**src/rtl/bcd_converter_seq.sv**
```systemverilog
// Sequential double-dabble binary-to-BCD converter, one bit per clock,
// with start/busy/done handshake, overflow flag and leading-zero blanking mask.
module bcd_converter_seq #(
    parameter int BIN_W  = 10,
    parameter int DIGITS = 4
) (
    input  logic                  clk,
    input  logic                  rst,
    input  logic                  start,
    input  logic [BIN_W-1:0]      bin_in,
    output logic                  busy,
    output logic                  done,
    output logic [4*DIGITS-1:0]   bcd_out,
    output logic                  overflow,
    output logic [DIGITS-1:0]     lz_mask
);

    localparam int SR_W = 4*DIGITS + BIN_W;
    localparam int IT_W = $clog2(BIN_W + 1);

    typedef enum logic [0:0] {IDLE, SHIFT} state_t;

    state_t               state_q;
    logic [SR_W-1:0]      sr_q;
    logic [IT_W-1:0]      iter_q;
    logic                 ovf_acc_q;
    logic                 busy_q;
    logic                 done_q;
    logic [4*DIGITS-1:0]  bcd_q;
    logic                 ovf_q;
    logic [DIGITS-1:0]    lz_q;

    logic [SR_W-1:0]      adj_d;
    logic [SR_W-1:0]      sr_d;
    logic                 ovf_acc_d;
    logic [4*DIGITS-1:0]  bcd_d;
    logic [DIGITS-1:0]    lz_d;
    logic                 zero_run;

    always_comb begin
        adj_d = sr_q;
        for (int unsigned i = 0; i < DIGITS; i++) begin
            if (adj_d[BIN_W+4*i +: 4] >= 4'd5)
                adj_d[BIN_W+4*i +: 4] = adj_d[BIN_W+4*i +: 4] + 4'd3;
        end
        sr_d      = {adj_d[SR_W-2:0], 1'b0};
        // Any bit leaving the top digit means the value needs more than DIGITS digits.
        ovf_acc_d = ovf_acc_q | adj_d[SR_W-1];
        bcd_d     = sr_d[SR_W-1:BIN_W];

        lz_d     = '0;
        zero_run = 1'b1;
        for (int unsigned k = 0; k < DIGITS-1; k++) begin
            zero_run = zero_run & (bcd_d[4*(DIGITS-1-k) +: 4] == 4'd0);
            lz_d[DIGITS-1-k] = zero_run;
        end
        if (ovf_acc_d)
            lz_d = '0;
    end

    always_ff @(posedge clk) begin
        if (rst) begin
            state_q   <= IDLE;
            sr_q      <= '0;
            iter_q    <= '0;
            ovf_acc_q <= 1'b0;
            busy_q    <= 1'b0;
            done_q    <= 1'b0;
            bcd_q     <= '0;
            ovf_q     <= 1'b0;
            lz_q      <= '0;
        end else begin
            done_q <= 1'b0;
            case (state_q)
                IDLE: begin
                    if (start) begin
                        sr_q      <= SR_W'(bin_in);
                        iter_q    <= '0;
                        ovf_acc_q <= 1'b0;
                        busy_q    <= 1'b1;
                        state_q   <= SHIFT;
                    end
                end
                SHIFT: begin
                    sr_q      <= sr_d;
                    ovf_acc_q <= ovf_acc_d;
                    iter_q    <= iter_q + IT_W'(1);
                    if (iter_q == IT_W'(BIN_W-1)) begin
                        bcd_q   <= bcd_d;
                        ovf_q   <= ovf_acc_d;
                        lz_q    <= lz_d;
                        done_q  <= 1'b1;
                        busy_q  <= 1'b0;
                        state_q <= IDLE;
                    end
                end
                default: state_q <= IDLE;
            endcase
        end
    end

    assign busy     = busy_q;
    assign done     = done_q;
    assign bcd_out  = bcd_q;
    assign overflow = ovf_q;
    assign lz_mask  = lz_q;

endmodule
```
**config.mk**
```make
export PLATFORM = sky130hd
export DESIGN_NAME = bcd_converter_seq
export DESIGN_NICKNAME = d
export VERILOG_FILES = /design/src/rtl/bcd_converter_seq.sv
export SDC_FILE = /design/constraint.sdc
export NUM_CORES = 1
export LEC_CHECK = 0
export ABC_AREA = 1
export CORE_AREA = 2 2 104 106
export DETAILED_ROUTE_END_ITERATION = 8
export DIE_AREA = 0 0 106 108
export PLACE_DENSITY = 0.51
export SYNTH_ARGS = -nofsm -noshare
export SYNTH_HDL_FRONTEND = slang
export SYNTH_SLANG_ARGS = --single-unit
export TNS_END_PERCENT = 100
```
**constraint.sdc**
```tcl
create_clock -name clk -period 3.1 [get_ports clk]
set_clock_uncertainty 0.1 [all_clocks]
set_input_delay 0.31 -clock clk [delete_from_list [all_inputs] [get_ports clk]]
set_output_delay 0.31 -clock clk [all_outputs]
set_load 0.02 [all_outputs]
```
Word level (Yosys, flattened, before mapping)
Index checks and enable logic that the tools add are counted.
{"block": "op_classes", "order_cmp": 4, "multipliers": 0, "div": 0, "addsub": 5, "n_reduce_logical": 6, "bitwise_logic": 4, "mux": 18, "n_eq_ne": 3, "shifts": 0}
{"cell": "$pmux 26 s2", "count": 1}
{"cell": "$mux 26", "count": 1}
{"cell": "$mux 4", "count": 6}
{"cell": "$add 4x2->4 const B", "count": 4}
{"cell": "$ge 4x3->1 const B", "count": 4}
{"cell": "$logic_not 4->1", "count": 3}
{"cell": "$pmux 4 s2", "count": 1}
{"cell": "$mux 1", "count": 6}
{"cell": "$pmux 1 s2", "count": 3}
{"cell": "$add 4x1->4 const B", "count": 1}
{"cell": "$eq 4x4->1 const B", "count": 1}
{"cell": "$reduce_and 2->1", "count": 2}
{"cell": "$and 1x1->1", "count": 2}
{"cell": "$ne 2x1->1 const B", "count": 1}
{"cell": "$ne 2x2->1 const B", "count": 1}
{"cell": "$reduce_or 2->1", "count": 1}
{"cell": "$not 1->1", "count": 1}
{"cell": "$or 1x1->1", "count": 1}
{"block": "word_totals", "output_inout_bits": 23, "latchBits": 0, "rom_bits": 0, "elab_cells": 49, "ff_bits": 55, "ramBits": 0, "memories": 0, "input_bits": 13}

Depth between registers and ports, before layout
Gate-level depths: netlist (run 1).
{"block": "depth", "word_depth": 6, "depth_mapped": 12}

Worst setup path before layout (run 1)
No wires, ideal clock.
{"block": "synth_timing", "path_kind": "reg2reg", "from": "reg sr_q[18]", "to": "reg lz_q[1] (netlist: lz_mask[1])", "setup_slack_ns": 1.639, "arrival_ns": 1.303, "period_less_slack_ns": 1.461, "setup_time_ns": 0.058, "n_path_buf": 0, "stages_incl_launch_ff": 12, "cell_sequence": "dfxtp_1 -> inv_1 -> ha_1 -> inv_1 -> o21ai_1 -> nand2_1 -> nand2_1 -> nand2_1 -> nand2_1 -> nor2_1 -> nand3_1 -> nand2_1"}
{"block": "synth_via", "elab_chain_cells": 6, "elab_cells_between_ends": 8, "cone_classes": "add/sub: 1; order compare: 1; mux: 2; bitwise: 2; reduce/logical: 2"}
{"element": "start, declared", "line_no": "24", "rtl": "logic [SR_W-1:0] sr_q;"}
{"element": "start signal, assigned", "line_no": "77", "rtl": "sr_q <= SR_W'(bin_in);"}
{"element": "start signal, assigned", "line_no": "85", "rtl": "sr_q <= sr_d;"}
{"element": "$add 4x2->4 or $ge 4x3->1 (tied branches)", "line_no": "44, 43"}
{"element": "$mux 4 (*)", "line_no": "43", "rtl": "if (adj_d[BIN_W+4*i +: 4] >= 4'd5)"}
{"element": "$logic_not 4->1", "line_no": "54", "rtl": "zero_run = zero_run & (bcd_d[4*(DIGITS-1-k) +: 4] == 4'd0);"}
{"element": "$and 1x1->1 (*) (2 in series)", "line_no": "54"}
{"element": "$mux 4 (*)", "line_no": "57", "rtl": "if (ovf_acc_d)"}
{"element": "end signal, assigned", "line_no": "91", "rtl": "lz_q <= lz_d;"}
{"element": "end, declared", "line_no": "31", "rtl": "logic [DIGITS-1:0] lz_q;"}
Mark *: on every way between the ends. The rest lies on a longest branch, timed or not.
A chain may end at the register's enable or synchronous reset.

Final worst setup path (run 1)
{"block": "layout_timing", "from": "reg iter_q[1]", "to": "reg bcd_q[8] (netlist: bcd_out[8])"}
{"block": "layout_via", "elab_chain_cells": 2}
{"element": "start, declared", "line_no": "25", "rtl": "logic [IT_W-1:0] iter_q;"}
{"element": "start signal, assigned", "line_no": "87", "rtl": "iter_q <= iter_q + IT_W'(1);"}
{"element": "$eq 4x4->1", "line_no": "88", "rtl": "if (iter_q == IT_W'(BIN_W-1)) begin"}
{"element": "$reduce_and 2->1 (no line)"}
{"element": "end signal, assigned", "line_no": "69", "rtl": "bcd_q <= '0;"}
{"element": "end signal, assigned", "line_no": "89", "rtl": "bcd_q <= bcd_d;"}
{"element": "end, declared", "line_no": "29", "rtl": "logic [4*DIGITS-1:0] bcd_q;"}
No other way between the ends.

==> reports/summary.txt, run 1 <==
# resized after CTS: 0
FP Rows: 37
num ports: 36
drt drc: 0
final hold viol count: 0
remaining global-route overflow: 0
TritonCTS Buffers: 5
GRT Total Usage: 0.107
Initial Util: 0.246
crit path max fanout: 12
Post-Synthesis Cell Area: 2520 sq um
Leak: 1.27 nW
cts hold-fix bufs: 0
Skew-Pair Late Insertion Delay: 0.30 ns
FF-to-FF Start: iter_q[1]
Synth Area per Inst: 7.21 sq um
DPL Wire Length: 4160 microns
Initial DRT Pass Iterations: 4
fmax: 505 MHz
Required @ worst endpoint: 3.24 ns
Syn Inst Count: 349
total number of vias: 2191
chip height: 108 microns
endpoints failing setup: 0
H-tree depth: 2
Seq/Total Area, Yosys: 0.430
Slew HR: 0.524
drt total wl: 5770 microns
Die Width: 106 microns
EDFF count, synth: 0
PwrDens: 406 nW/um^2
post-route setup TNS: 0 ns
worst-case clock buffer depth: 2
Iter 0 DRT Violations: 72
most common cell after layout, fill and taps aside: nand2_1
CTS tree: yes
vias per cell: 4.24
Synth Flop Type: dfxtp_1
initial antenna violation count: 0
PortBufs: 34
Final WS setup: 1.12 ns
GP Congestion: 0.760
status: finished clean
total of max-cap violations: 0
Tightest Pin Transition: 0.711 ns
Async SR Flop Fraction: 0
post-DR wirelength/cell: 11.2 microns
crit end category: flop
hold_sp: lz_mask[2]
Synth area leader: dfxtp_1
clk root buf: clkbuf_8
layout cell share with drive strength beyond 1: 0.0577
flops & latches, synth: 54
post-route ant nets: 0
first-pass GRT wire length: 9840 microns
final worst-path cycle share: 0.639
Post-Syn Nets: 372
Setup crit start kind: flop
die footprint: 11400 sq um
Distinct cells, synth: 31
post-synth top area share: 0.430
Nets: 403
worst setup path startpoint: iter_q[1]
Sink Count: 54
Worst Hold Class: reg -> reg
VDD IR max: 0.000166 V
crit path kind: reg -> reg
ANT cells: 0
Area Growth Syn to Fin: 22.7%
largest net degree at the start of global routing: 28
Ys Warns: 0
crit path DAT: 2.12 ns
most frequent cells in the layout: nand2_1, dfxtp_1, inv_1
final period demand of the worst path: 1.98 ns
synth top area cells: dfxtp_1, nand2_1, nand3_1
clk slew on worst S/H paths: 0.10 ns
total core area: 10200 sq um
max-slew violations: 0
Post CTS Setup Buffer Count: 0
RSZ-0062 raised after global routing: no
Place WS: 0.933 ns
vias in the first global route: 2065
cells in the mapped netlist, types with 4 or more instances:
cell type / number
buf_2: 9
a22oi_1: 5
nand2_1: 110
a21oi_1: 22
ha_1: 10
nor2_1: 13
inv_1: 40
nand3_1: 31
a22o_1: 4
dfxtp_1: 54
o21ai_0: 8
o21ai_1: 15
routing by layer:
| metal | routed length [microns] | share of wire | vias up | global-route usage |
|---|---|---|---|---|
| li1 | - | - | 1182 | - |
| met4 | 59 | 0.010 | 0 | 0.0338 |
| met5 | 0 | 0 | - | 0 |
| met2 | 2540 | 0.44 | 42 | 0.173 |
| met1 | 2870 | 0.50 | 961 | 0.143 |
| met3 | 302 | 0.052 | 6 | 0.0229 |
flip-flops by register name (all words and copies together) (netlist names):
name,flops
done,1
bcd_out,16
sr_q,26
lz_mask,3
state_q,1
ovf_acc_q,1
busy,1
overflow,1
iter_q,4
worst max-delay path, cell delays in order (launching register included):
cell     delay [ns]
dfxtp_1        0.37
inv_1          0.07
ha_1           0.18
nand3_1        0.12
nor2_4         0.06
nor2_1         0.55
buf_4          0.32
nand2_1        0.07
o21ai_1        0.07
logic make-up after synthesis:
group | Yosys count | share of synthesized area
XOR/XNOR | 1 | 0.00348
flip-flops | 54 | 0.430
adder cells (fa/ha/maj) | 10 | 0.0497
AND/OR/NAND/NOR | 165 | 0.282
other | 1 | 0.00149
AO/OA/AOI/OAI | 61 | 0.139
buffers and inverters | 57 | 0.0950
worst paths after layout:
path | end | slack, ns | depth (start not counted)
min | lz_mask[2] | 0.35 | 2
max | bcd_out[8] | 1.12 | 8
min reg2reg | lz_mask[2] | 0.35 | 2
max reg2reg | bcd_out[8] | 1.12 | 8
cell type report:
class                      count  area [sq um]
sequential                    54          1080
clock buffer                   8           110
tap                          136           170
inverter                      44           168
timing repair buffer          37           363
multi-input combinational    238          1200
fill                        1133          7140
metrics by stage:
| stage | utilization | hold WS, ns | std cells | total power (W) | area (sq um) |
|---|---|---|---|---|---|
| after global placement | 0.291 | 0.339 | 509 | 0.000815 | 2980 |
| after CTS | 0.302 | 0.361 | 517 | 0.00128 | 3090 |
| after global routing | 0.302 | 0.380 | 517 | 0.00131 | 3090 |
| after floorplan | - | 0.297 | 349 | 0.000784 | 2520 |
| after detailed placement | 0.291 | 0.341 | 509 | 0.000816 | 2980 |
| final | 0.302 | 0.355 | 517 | 0.00125 | 3090 |
where the power goes:
group	internal [W]	switching, W	total (W)
logic	0.0000329	0.0000543	0.0000872
registers	0.000704	0.00000680	0.000711
clock network	0.000226	0.000229	0.000455
total	0.000963	0.000290	0.00125
(Power assumes the default switching activity.)
==> run 2, diff against run 1 <==
clock period = 1.87 ns   (was 3.1 ns; I/O delays follow)
==> reports/summary.txt, run 2 (synthesis gave the netlist of run 1 again) <==
Initial Util: 0.246
layout cell share with drive strength beyond 1: 0.0829
H-tree depth: 2
fmax: 607 MHz
crit end category: flop
Util after Layout: 0.305
total number of vias: 2248
FF+latch area: 1090 sq um
RSZ-0062 raised after global routing: no
max-slew violations: 0
Sink Count: 54
drt drc: 0
initial antenna violation count: 0
vias in the first global route: 2234
Skew-Pair Late Insertion Delay: 0.31 ns
hold worst-path end: bcd_out[7]
Area Growth Syn to Fin: 24.1%
die footprint: 11400 sq um
max FFs per register: 26
final hold slack: 0.361 ns
crit path DAT: 1.80 ns
largest net degree at the start of global routing: 18
# fillers: 1101
post-DR wirelength/cell: 11.1 microns
final period demand of the worst path: 1.65 ns
total core area: 10200 sq um
crit path max fanout: 6
PortBufs: 34
CP Cell Sequence: inv_1 > ha_1 > inv_1 > nand2_2 > nand2_1 > nand2_1 > nor2_1 > nor2_1 > nand2_1 > nor2_2 > nand3_1 > nand2_1
Required @ worst endpoint: 2.02 ns
ANT cells: 0
Nets: 408
Iter 0 DRT Violations: 76
most used cell, CP: nand2_1
total of max-cap violations: 0
Reg-to-Reg End: lz_mask[1]
Place WS: 0.216 ns
FP Rows: 37
final hold viol count: 0
# resized after CTS: 0
first-pass GRT wire length: 10200 microns
Die Width: 106 microns
multi-input logic area: 1200 sq um
Worst Hold Depth: 2
most common cell after layout, fill and taps aside: nand2_1
setup slack, reg-to-reg: 0.22 ns
remaining global-route overflow: 0
CTS tree: yes
clk slew on worst S/H paths: 0.10 ns
clk root buf: clkbuf_8
PwrDens: 634 nW/um^2
Reg2Reg Depth: 12
post-route ant nets: 0
Max stage delay cell, worst path: dfxtp_2
DPL Wire Length: 4390 microns
drt total wl: 5810 microns
worst-case clock buffer depth: 2
VDD IR max: 0.000276 V
chip height: 108 microns
hold_sp: bcd_out[7]
crit path kind: reg -> reg
Worst path max stage delay: 0.35 ns
register bank with the most flops: sr_q
most frequent cells in the layout: nand2_1, dfxtp_1, inv_1
final worst-path cycle share: 0.881
cts hold-fix bufs: 0
status: finished clean
TritonCTS Buffers: 5
Final WS setup: 0.222 ns
Worst Hold Class: reg -> reg
GP Congestion: 0.751
num ports: 36
Setup crit start kind: flop
FF-to-FF Start: sr_q[23]
Post CTS Setup Buffer Count: 0
GRT Total Usage: 0.111
vias per cell: 4.31
Initial DRT Pass Iterations: 4
post-route setup TNS: 0 ns
Leak: 1.29 nW
endpoints failing setup: 0
[run 2: final cells by class]
type,count,share of cell area
clock buffers,6,0.0232
clock inverters,2,0.00441
inverters,44,0.0537
multi-input cells,238,0.384
flip-flops and latches,54,0.348
well taps,136,0.0545
repair buffers,42,0.132
[run 2: how the worst max path moves through the flow]
stage             start     endpoint  slack [ns]  depth (start not counted)
2_1_floorplan  sr_q[18]   lz_mask[1]        0.41                         11
3_3_place_gp        rst  bcd_out[15]        0.23                          4
3_5_place_dp   sr_q[18]   lz_mask[1]        0.22                         11
4_1_cts        sr_q[18]   lz_mask[1]        0.19                         11
5_1_grt        sr_q[22]   lz_mask[1]       0.006                         12
6_report       sr_q[23]   lz_mask[1]        0.22                         12
[run 2: critical path, delay by kind of cell (launching register included)]
family	cells	cell delay, ns
fa+ha+maj	1	0.18
flops	1	0.35
simple gates	9	0.84
buf+inv	2	0.13
[run 2: per-stage QoR]
step | instance area [sq um] | total power (W) | instances
6_report | 3120 | 0.00198 | 522
5_1_grt | 3120 | 0.00208 | 522
4_1_cts | 3110 | 0.00203 | 522
3_5_place_dp | 3030 | 0.00137 | 514
3_3_place_gp | 3030 | 0.00137 | 514
2_1_floorplan | 2520 | 0.00130 | 349
[run 2: where the power goes]
part | switching (W) | total (W) | internal (W)
logic | 0.0000918 | 0.000157 | 0.0000652
registers | 0.0000131 | 0.00118 | 0.00117
clock network | 0.000377 | 0.000642 | 0.000265
[run 2: routing by layer]
layer | up-vias | track usage | wire length [microns]
met4 | 0 | 0.0357 | 63
met3 | 5 | 0.0289 | 282
met1 | 998 | 0.142 | 3000
li1 | 1194 | - | -
met5 | - | 0 | 0
met2 | 51 | 0.183 | 2470
==> run 3, diff against run 2 <==
TNS_END_PERCENT = 1   (was 100)
==> results of run 3 <==
No change in the layout: final DEF, timing and power equal those of run 2.
